--- src/rtl/wb_bsplit_pkg.sv ---
`default_nettype none
// ============================================================================
// Module      : wb_bsplit_pkg
// Description : Shared types and constants for the Wishbone burst splitter.
//               Holds the splitter FSM state encoding and the default byte
//               increment applied between consecutive beats.
// Revision    : 1.0 - initial release
// ============================================================================
package wb_bsplit_pkg;

    // Splitter sequencing states.
    typedef enum logic [1:0] {
        IDLE = 2'd0,   // waiting for a burst request
        BEAT = 2'd1,   // downstream strobe active, waiting for ack/err
        GAP  = 2'd2    // one idle cycle between beats, cyc kept high
    } bsplit_state_t;

    // Default byte distance between beats (one 32-bit word).
    localparam int unsigned c_ADR_INC_DFLT = 4;

endpackage
`default_nettype wire

--- src/rtl/wb_bsplit_tmo.sv ---
`default_nettype none
// ============================================================================
// Module      : wb_bsplit_tmo
// Description : Beat timeout counter for the Wishbone burst splitter. Only
//               present when WB_BSPLIT_TIMEOUT_EN is defined.
//   clk       in   clock
//   rst       in   synchronous active-high reset
//   i_clear   in   restart the count (asserted on entry into BEAT)
//   i_run     in   count while high
//   o_expired out  counter has reached all-ones while running
// Revision    : 1.0 - initial release
// ============================================================================
`ifdef WB_BSPLIT_TIMEOUT_EN
module wb_bsplit_tmo #(
    parameter int TMO_W = 8
) (
    input  logic clk,
    input  logic rst,
    input  logic i_clear,
    input  logic i_run,
    output logic o_expired
);

    logic [TMO_W-1:0] r_cnt;

    always_ff @(posedge clk) begin
        if (rst) begin
            r_cnt <= '0;
        end else if (i_clear) begin
            r_cnt <= '0;
        end else if (i_run && !o_expired) begin
            // Saturate at all-ones so the expiry indication cannot wrap away.
            r_cnt <= r_cnt + TMO_W'(1);
        end
    end

    assign o_expired = i_run & (&r_cnt);

endmodule
`endif
`default_nettype wire

--- src/rtl/wb_burst_splitter.sv ---
`default_nettype none
// ============================================================================
// Module      : wb_burst_splitter
// Description : Converts a Wishbone burst request (start address + length)
//               from the cache application port into a sequence of
//               single-beat Wishbone classic cycles. Per-beat ack, last-beat
//               lack and err are returned upstream.
//   mclk        in   clock
//   rst         in   synchronous active-high reset
//   wbs_*       upstream burst port (stb/adr/we/dat/sel/bl in,
//               dat/ack/lack/err out)
//   wbm_*       downstream classic port (cyc/stb/adr/we/dat/sel out,
//               dat/ack/err in)
//   Optional    : define WB_BSPLIT_TIMEOUT_EN to add a TMO_W-bit beat
//                 timeout that reports a stalled beat as an error.
// Revision    : 1.0 - initial release
// ============================================================================
module wb_burst_splitter
    import wb_bsplit_pkg::*;
#(
    parameter int WB_AW   = 32,
    parameter int WB_DW   = 32,
    parameter int BL_W    = 10,
    parameter int ADR_INC = c_ADR_INC_DFLT,
    parameter int TMO_W   = 8
) (
    input  logic                 mclk,
    input  logic                 rst,
    // upstream (burst) side
    input  logic                 wbs_stb_i,
    input  logic [WB_AW-1:0]     wbs_adr_i,
    input  logic                 wbs_we_i,
    input  logic [WB_DW-1:0]     wbs_dat_i,
    input  logic [WB_DW/8-1:0]   wbs_sel_i,
    input  logic [BL_W-1:0]      wbs_bl_i,
    output logic [WB_DW-1:0]     wbs_dat_o,
    output logic                 wbs_ack_o,
    output logic                 wbs_lack_o,
    output logic                 wbs_err_o,
    // downstream (single-beat) side
    output logic                 wbm_cyc_o,
    output logic                 wbm_stb_o,
    output logic [WB_AW-1:0]     wbm_adr_o,
    output logic                 wbm_we_o,
    output logic [WB_DW-1:0]     wbm_dat_o,
    output logic [WB_DW/8-1:0]   wbm_sel_o,
    input  logic [WB_DW-1:0]     wbm_dat_i,
    input  logic                 wbm_ack_i,
    input  logic                 wbm_err_i
);

    localparam int c_SW = WB_DW / 8;

    if (TMO_W < 1) begin : g_tmo_w_check
        $error("wb_burst_splitter: TMO_W must be at least 1");
    end

    bsplit_state_t     r_state, w_state_nxt;
    logic [BL_W-1:0]   r_bl, w_bl_nxt;       // latched burst length (>= 1)
    logic [BL_W-1:0]   r_cnt, w_cnt_nxt;     // beats completed so far
    logic              r_abort, w_abort_nxt; // upstream dropped stb mid-beat

    logic              w_cyc_nxt, w_stb_nxt, w_we_nxt;
    logic [WB_AW-1:0]  w_adr_nxt;
    logic [WB_DW-1:0]  w_dat_nxt, w_rdat_nxt;
    logic [c_SW-1:0]   w_sel_nxt;
    logic              w_ack_nxt, w_lack_nxt, w_err_nxt;

    logic              w_tmo_clr;
    logic              w_tmo_expired;
    logic              w_beat_err;
    logic              w_last;
    logic              w_abort_now;

`ifdef WB_BSPLIT_TIMEOUT_EN
    wb_bsplit_tmo #(
        .TMO_W     (TMO_W)
    ) u_tmo (
        .clk       (mclk),
        .rst       (rst),
        .i_clear   (w_tmo_clr),
        .i_run     (r_state == BEAT),
        .o_expired (w_tmo_expired)
    );
`else
    // Without the timeout a beat waits for the slave indefinitely.
    assign w_tmo_expired = 1'b0;
`endif

    // A stalled beat is reported exactly like a slave error.
    assign w_beat_err  = wbm_err_i | w_tmo_expired;
    assign w_last      = (r_cnt == (r_bl - BL_W'(1)));
    assign w_abort_now = r_abort | ~wbs_stb_i;

    // ------------------------------------------------------------------
    // Next-state and next-output logic
    // ------------------------------------------------------------------
    always_comb begin
        w_state_nxt = r_state;
        w_bl_nxt    = r_bl;
        w_cnt_nxt   = r_cnt;
        w_abort_nxt = r_abort;
        w_cyc_nxt   = wbm_cyc_o;
        w_stb_nxt   = wbm_stb_o;
        w_adr_nxt   = wbm_adr_o;
        w_we_nxt    = wbm_we_o;
        w_dat_nxt   = wbm_dat_o;
        w_sel_nxt   = wbm_sel_o;
        w_rdat_nxt  = wbs_dat_o;
        w_ack_nxt   = 1'b0;
        w_lack_nxt  = 1'b0;
        w_err_nxt   = 1'b0;
        w_tmo_clr   = 1'b0;

        case (r_state)
            IDLE: begin
                // The requester still holds stb during the lack/err cycle of
                // the previous burst; that cycle must not start a new one.
                if (wbs_stb_i && !wbs_lack_o) begin
                    w_state_nxt = BEAT;
                    w_cyc_nxt   = 1'b1;
                    w_stb_nxt   = 1'b1;
                    w_adr_nxt   = wbs_adr_i;
                    w_we_nxt    = wbs_we_i;
                    w_dat_nxt   = wbs_dat_i;
                    w_sel_nxt   = wbs_sel_i;
                    w_bl_nxt    = (wbs_bl_i == '0) ? BL_W'(1) : wbs_bl_i;
                    w_cnt_nxt   = '0;
                    w_abort_nxt = 1'b0;
                    w_tmo_clr   = 1'b1;
                end
            end

            BEAT: begin
                w_abort_nxt = w_abort_now;
                if (w_beat_err || wbm_ack_i) begin
                    if (w_abort_now) begin
                        // Requester has gone away: finish the beat silently.
                        w_state_nxt = IDLE;
                        w_cyc_nxt   = 1'b0;
                        w_stb_nxt   = 1'b0;
                    end else if (w_beat_err) begin
                        // Error wins over a simultaneous ack.
                        w_state_nxt = IDLE;
                        w_cyc_nxt   = 1'b0;
                        w_stb_nxt   = 1'b0;
                        w_err_nxt   = 1'b1;
                        w_lack_nxt  = 1'b1;
                    end else begin
                        w_rdat_nxt  = wbm_dat_i;
                        w_ack_nxt   = 1'b1;
                        w_cnt_nxt   = r_cnt + BL_W'(1);
                        w_adr_nxt   = wbm_adr_o + WB_AW'(ADR_INC);
                        w_stb_nxt   = 1'b0;
                        if (w_last) begin
                            w_state_nxt = IDLE;
                            w_cyc_nxt   = 1'b0;
                            w_lack_nxt  = 1'b1;
                        end else begin
                            w_state_nxt = GAP;
                        end
                    end
                end
            end

            GAP: begin
                // The requester sees wbs_ack_o during this cycle and must
                // present the next write data before its end.
                if (!wbs_stb_i) begin
                    w_state_nxt = IDLE;
                    w_cyc_nxt   = 1'b0;
                end else begin
                    w_state_nxt = BEAT;
                    w_stb_nxt   = 1'b1;
                    w_dat_nxt   = wbs_dat_i;
                    w_tmo_clr   = 1'b1;
                end
            end

            default: begin
                w_state_nxt = IDLE;
                w_cyc_nxt   = 1'b0;
                w_stb_nxt   = 1'b0;
            end
        endcase
    end

    // ------------------------------------------------------------------
    // State and output registers
    // ------------------------------------------------------------------
    always_ff @(posedge mclk) begin
        if (rst) begin
            r_state    <= IDLE;
            r_bl       <= '0;
            r_cnt      <= '0;
            r_abort    <= 1'b0;
            wbm_cyc_o  <= 1'b0;
            wbm_stb_o  <= 1'b0;
            wbm_adr_o  <= '0;
            wbm_we_o   <= 1'b0;
            wbm_dat_o  <= '0;
            wbm_sel_o  <= '0;
            wbs_dat_o  <= '0;
            wbs_ack_o  <= 1'b0;
            wbs_lack_o <= 1'b0;
            wbs_err_o  <= 1'b0;
        end else begin
            r_state    <= w_state_nxt;
            r_bl       <= w_bl_nxt;
            r_cnt      <= w_cnt_nxt;
            r_abort    <= w_abort_nxt;
            wbm_cyc_o  <= w_cyc_nxt;
            wbm_stb_o  <= w_stb_nxt;
            wbm_adr_o  <= w_adr_nxt;
            wbm_we_o   <= w_we_nxt;
            wbm_dat_o  <= w_dat_nxt;
            wbm_sel_o  <= w_sel_nxt;
            wbs_dat_o  <= w_rdat_nxt;
            wbs_ack_o  <= w_ack_nxt;
            wbs_lack_o <= w_lack_nxt;
            wbs_err_o  <= w_err_nxt;
        end
    end

endmodule
`default_nettype wire

--- config.mk ---
export PLATFORM = sky130hd
export DESIGN_NAME = wb_burst_splitter
export DESIGN_NICKNAME = d
export VERILOG_FILES = /design/src/rtl/wb_bsplit_pkg.sv /design/src/rtl/wb_bsplit_tmo.sv /design/src/rtl/wb_burst_splitter.sv
export SDC_FILE = /design/constraint.sdc
export NUM_CORES = 1
export LEC_CHECK = 0
export CORE_ASPECT_RATIO = 0.8
export CORE_MARGIN = 1.5
export CORE_UTILIZATION = 42
export DETAILED_ROUTE_END_ITERATION = 8
export PLACE_DENSITY = 0.77
export SYNTH_ARGS = -nofsm -noshare
export SYNTH_HDL_FRONTEND = slang
export SYNTH_SLANG_ARGS = --single-unit
--- constraint.sdc ---
create_clock -name mclk -period 5.19 [get_ports mclk]
set_clock_uncertainty 0.2 [all_clocks]
set_input_delay 1.557 -clock mclk [delete_from_list [all_inputs] [get_ports mclk]]
set_output_delay 1.557 -clock mclk [all_outputs]
set_load 0.01 [all_outputs]
==> flow_metrics.tcl, run 1 <==
set metrics [dict create \
    outcome "finished clean" \
    synth-edff-count 0 \
    min_period_ns 3.78 \
    antenna_found_initial 0 \
    grt_pass1_wl_um 28400 \
    endpoint_kind "flip-flop" \
    grt_pass1_vias 5647 \
    syn2layout_area_growth_pct 50.4 \
    root_buffer "clkbuf_16" \
    cts_hold_buffers 0 \
    final_util_pct 64.2 \
    ys_warn_count 0 \
    synthTopCellsByArea "dfxtp_1 (45%), nand2_1 (13%), a21oi_1 (8.8%)" \
    ant_nets 0 \
    slew_headroom_pct 41.4 \
    vias_per_cell 5.38 \
    tightest_slew_ns 0.879 \
    synth_compound_area_share_pct 20.4 \
    cts_tree "yes" \
    dr.pass1.iters 5 \
    hpwlAfterDp_um 12400 \
    drive_gt1_share_pct 5.91 \
    wl_per_cell_um 16.1 \
    finalSetupViolCount 0 \
    pin_count 222 \
    grt_usage_pct 24.8 \
    placedInstanceArea_um2 8080 \
    async_flop_share_pct 0 \
    fin_tns_setup_ns 0 \
    grt-ovfl-total 0 \
    synthMuxAreaShare_pct 0 \
    p_per_area_nw_per_um2 317 \
    synthSimpleGateAreaFrac_pct 27.2 \
    nets 1054 \
    io_buffers 221 \
    clock_sinks 129 \
    synth_top_area_share_pct 44.8 \
    place_inst 1096 \
    required_ns 5.30 \
    fin_area_um2 8670 \
    post-cts-setup-buffers 0 \
    hold_ws_ns 0.251 \
    clk_pin_slew_ns 0.06 \
    finalCritPeriodShare_pct 72.8 \
    rows 38 \
    synth_ff_type "dfxtp_1" \
    leakage_nw 3.15 \
    synth_seq_cells 129 \
    synth_nets 854 \
    routed_wirelength_um 18100 \
    syn_inst 735 \
    place_congestion 0.834 \
    synth_cell_types 61 \
    critical_path_class "input pin to flip-flop" \
    n_antenna_cell 0 \
    grt_max_degree 82 \
    htreeDepth 4 \
    dp_slack_ns 1.01 \
    initial_core_util_pct 42.7 \
    worstSetupStartpointType "input pin" \
    synthXorXnorAreaFrac_pct 2.89 \
    hold_class "flip-flop to flip-flop" \
    worst-path-max-fanout 41 \
    synth_area_um2 5760 \
    dieWidth_um 134 \
    cts_resized 0 \
    synth_area_per_cell_um2 7.84 \
    core_area_um2 13500 \
    fp.dieH_um 108 \
    cp.arrival_ns 3.89 \
    cp_slowest_cell "nor4b_4" \
    cts_buffer_depth 2 \
    drc 0 \
    layout_common_cells "clkdlybuf4s50_1 (220), nand2_1 (192), dfxtp_1 (129), a21oi_1 (101), nor2_1 (38)" \
    cp_cell_sequence "clkdlybuf4s50_1, nor4b_4, o22a_1, buf_4, and3_1, a211oi_1, a311oi_1" \
    worst_ir_drop_vdd_mv 0.247 \
    instances_no_fill 1128 \
    yosys.area.top_type "dfxtp_1" \
    ys_seq_area_share_pct 44.8 \
    max_freq_ghz 0.265 \
    vias 6067 \
    drv_cap 0 \
    dieArea_um2 14400 \
    synth-adder-area-share_pct 0.651 \
    dr.first_iter.drc_count 550 \
    clk_latency_ns 0.41 \
    hold_violations 0 \
    layout.cells.most_common "clkdlybuf4s50_1" \
    report.power.total_mw 2.74 \
    timing.final.ws_setup_ns 1.41 \
    rsz0062_at_grt "false" \
    cts_made_buffers 17 \
    synth_top_family_by_area "simple AND/OR/NAND/NOR gates" \
    slowest_delay_ns 0.65 \
    slew_violations 0 \
]
==> synthesized netlist by cell type (all sizes together), types with 7 or more instances <==
cell,n
buf,11
clkbuf,39
xnor2,10
o21ai,24
and3,8
nor2,39
nor4,9
dfxtp,129
nand4,15
nor3,17
and4,8
inv,10
xor2,9
nand3,11
and2,7
a21oi,101
nand2,192
==> worst paths after layout <==
path / start / endpoint / slack, ns / depth (start not counted)
hold reg to reg: wbm_dat_o[22] / wbm_dat_o[22] / 0.25 / 2
setup reg to reg: wbm_adr_o[2] / wbm_adr_o[24] / 2.70 / 6
setup / recovery: wbs_stb_i / wbm_adr_o[25] / 1.41 / 7
hold / removal: wbm_dat_o[22] / wbm_dat_o[22] / 0.25 / 2
==> report_power, final <==
part / internal (mW) / switching (mW)
clock network: 0.713 / 0.473
logic: 0.244 / 0.213
registers: 1.05 / 0.0530
==> cell families (layout without fill, tap and decap cells) <==
family	after synthesis	after routing
simple gates	333	333
compound gates	191	191
flops	129	129
buf+inv	60	273
xor+xnor	19	19
fa+ha+maj	3	3
==> sequential cells by signal, summed over array words and instances (netlist names), 2 cells and up <==
signal / flops
r_cnt: 10
r_bl: 10
wbm_adr_o: 32
wbs_dat_o: 32
r_state: 2
wbm_sel_o: 4
wbm_dat_o: 32
==> worst max-delay path: cells and delay by family <==
kind                   cells  cell delay [ns]
buffers and inverters      2             0.97
and+or+nand+nor            2             0.87
AOI/OAI and AO/OA          3             0.49
==> cell type report <==
cell class                      instances  area (um^2)
Clock buffer                           17          425
Clock inverter                         15          159
Fill cell                            1217         4840
Inverter                               10         37.5
Multi-Input combinational cell        546         2950
Sequential cell                       129         2580
Tap cell                              180          225
Timing Repair Buffer                  231         2280
==> routing by layer <==
metal	part of all wire, %	global-route usage [%]	wire length, um	vias up
li1	-	-	-	2985
met1	43	31.9	7850	2851
met2	48	39.8	8640	206
met3	7.6	7.34	1380	25
met4	1.4	8.15	258	0
met5	0	0	0	-
Power figures use the tool's default switching activity.
==> run 2: changes to the inputs <==
- CORE_UTILIZATION: 42 -> 40
- clock period: 5.19 -> 3.3 ns (I/O delays scaled with it)
==> flow_metrics.tcl, run 2 (same netlist as run 1, synthesis figures left out) <==
set metrics [dict create \
    outcome "finished clean" \
    power_frac_clock_pct 43.1 \
    drive_gt1_share_pct 6.50 \
    leakage_nw 3.17 \
    p_per_area_nw_per_um2 494 \
    grt_pass1_wl_um 27100 \
    grt_pass1_vias 5349 \
    grt_usage_pct 23.0 \
    tightest_slew_ns 0.617 \
    fin_area_um2 8750 \
    drv_cap 0 \
    instances_no_fill 1138 \
    nets 1060 \
    place_inst 1106 \
    fin_tns_setup_ns 0 \
    routed_wirelength_um 17800 \
    finalCritPeriodShare_pct 86.6 \
    initial_core_util_pct 40.6 \
    endpoint_kind "flip-flop" \
    layout_common_cells "clkdlybuf4s50_1 (220), nand2_1 (192), dfxtp_1 (129), a21oi_1 (101), nor2_1 (38)" \
    final_util_pct 61.6 \
    hold_class "flip-flop to flip-flop" \
    busiest_layer "met2" \
    power_frac_comb_pct 16.8 \
    vias 5967 \
    dr.first_iter.drc_count 409 \
    netSwitchingFraction_pct 26.1 \
    report.power.total_mw 4.32 \
    grtUsageMet1_pct 29.8 \
    dieWidth_um 137 \
    ant_nets 0 \
    dr.pass1.iters 5 \
    cts_resized 0 \
    wl_per_cell_um 15.6 \
    n_fill_cell 1227 \
    vias_per_cell 5.24 \
    hpwlAfterDp_um 12600 \
    syn2layout_area_growth_pct 51.8 \
    hold_violations 0 \
    min_period_ns 2.86 \
    cts_hold_buffers 0 \
    worst_ir_drop_vdd_mv 0.345 \
    power.internal_mw 3.20 \
    core_area_um2 14200 \
    place_congestion 0.850 \
    n_antenna_cell 0 \
    finalSetupViolCount 0 \
    clk_latency_ns 0.41 \
    seqPwrFrac_pct 40.1 \
    cp.arrival_ns 2.99 \
    layout.cells.most_common "clkdlybuf4s50_1" \
    slew_headroom_pct 58.9 \
    worstSetupStartpointType "input pin" \
    pin_count 222 \
    use_met3_pct 8.00 \
    post-cts-setup-buffers 0 \
    rsz0062_at_grt "false" \
    worst-path-max-fanout 25 \
    placedInstanceArea_um2 8160 \
    root_buffer "clkbuf_16" \
    clock_sinks 129 \
    grt-ovfl-total 0 \
    antenna_found_initial 0 \
    max_freq_ghz 0.350 \
    required_ns 3.43 \
    slew_violations 0 \
    dieArea_um2 15100 \
    cts_buffer_depth 2 \
    grt_max_degree 51 \
    clk_pin_slew_ns 0.06 \
    rows 39 \
    drc 0 \
    critical_path_class "input pin to flip-flop" \
    io_buffers 221 \
    cts_tree "yes" \
    fp.dieH_um 110 \
    use_met2_pct 36.0 \
    htreeDepth 4 \
    cts_made_buffers 17 \
    switchingPower_mw 1.13 \
    top_regs "wbm_adr_o x32, wbm_dat_o x32, wbs_dat_o x32" \
]
==> run 2: cell count changes in the layout (fill, tap and decap cells not counted) <==
| cell | delta |
|---|---|
| inv_6 | -3 |
| inv_8 | -1 |
| nand2b_2 | +1 |
| clkinv_2 | -3 |
| clkbuf_8 | +2 |
| clkbuf_1 | +1 |
| clkinv_4 | -1 |
| buf_4 | +4 |
| nand2b_1 | -1 |
| clkinvlp_4 | +5 |
| buf_12 | +2 |
==> run 2: worst paths after layout <==
check        cells past startpoint          start             to  slack (ns)
min                              2  wbs_dat_o[10]  wbs_dat_o[10]        0.25
max                              8      wbs_stb_i  wbs_dat_o[24]        0.44
min reg2reg                      2  wbs_dat_o[10]  wbs_dat_o[10]        0.25
max reg2reg                      7     r_state[1]  wbs_dat_o[24]        0.84
==> run 2: through the flow <==
| step | setup WS (ns) | hold slack, ns |
|---|---|---|
| finish | 0.442 | 0.252 |
| global route | 0.310 | 0.272 |
| CTS | 0.440 | 0.254 |
| detailed placement | 0.0625 | 0.246 |
| global placement | 0.163 | 0.241 |
| floorplan | 0.797 | 0.248 |
==> run 2: per-layer routing <==
layer	vias to the layer above	wire length (um)	share of wire [%]
met5	-	0	0
met4	0	260	1.5
met3	23	1290	7.2
met2	184	8410	47
met1	2765	7830	44
li1	2995	-	-
==> run 2: power by group through the flow <==
stage          Clock [mW]  Combinational, mW  Sequential [mW]
2_1_floorplan           0              0.303             1.78
3_3_place_gp            0              0.718             1.76
3_5_place_dp            0              0.724             1.77
4_1_cts              1.89              0.730             1.73
5_1_grt              1.96              0.791             1.75
6_report             1.86              0.727             1.73
==> run 2: layout make-up <==
type	count	area, um^2	area share (%)
tap	184	230	2.63
inverter	10	37.5	0.429
clock buffer	20	457	5.22
multi-input combinational	546	2960	33.8
clock inverter	12	135	1.54
timing repair buffer	237	2350	26.9
sequential	129	2580	29.5
==> run 2: worst max-delay path, cell delays in order <==
cell	delay (ns)
clkdlybuf4s50_1	0.56
nor3b_1	0.40
o22ai_2	0.15
buf_12	0.20
nor2_4	0.15
buf_4	0.29
nand2_1	0.09
a21oi_1	0.15
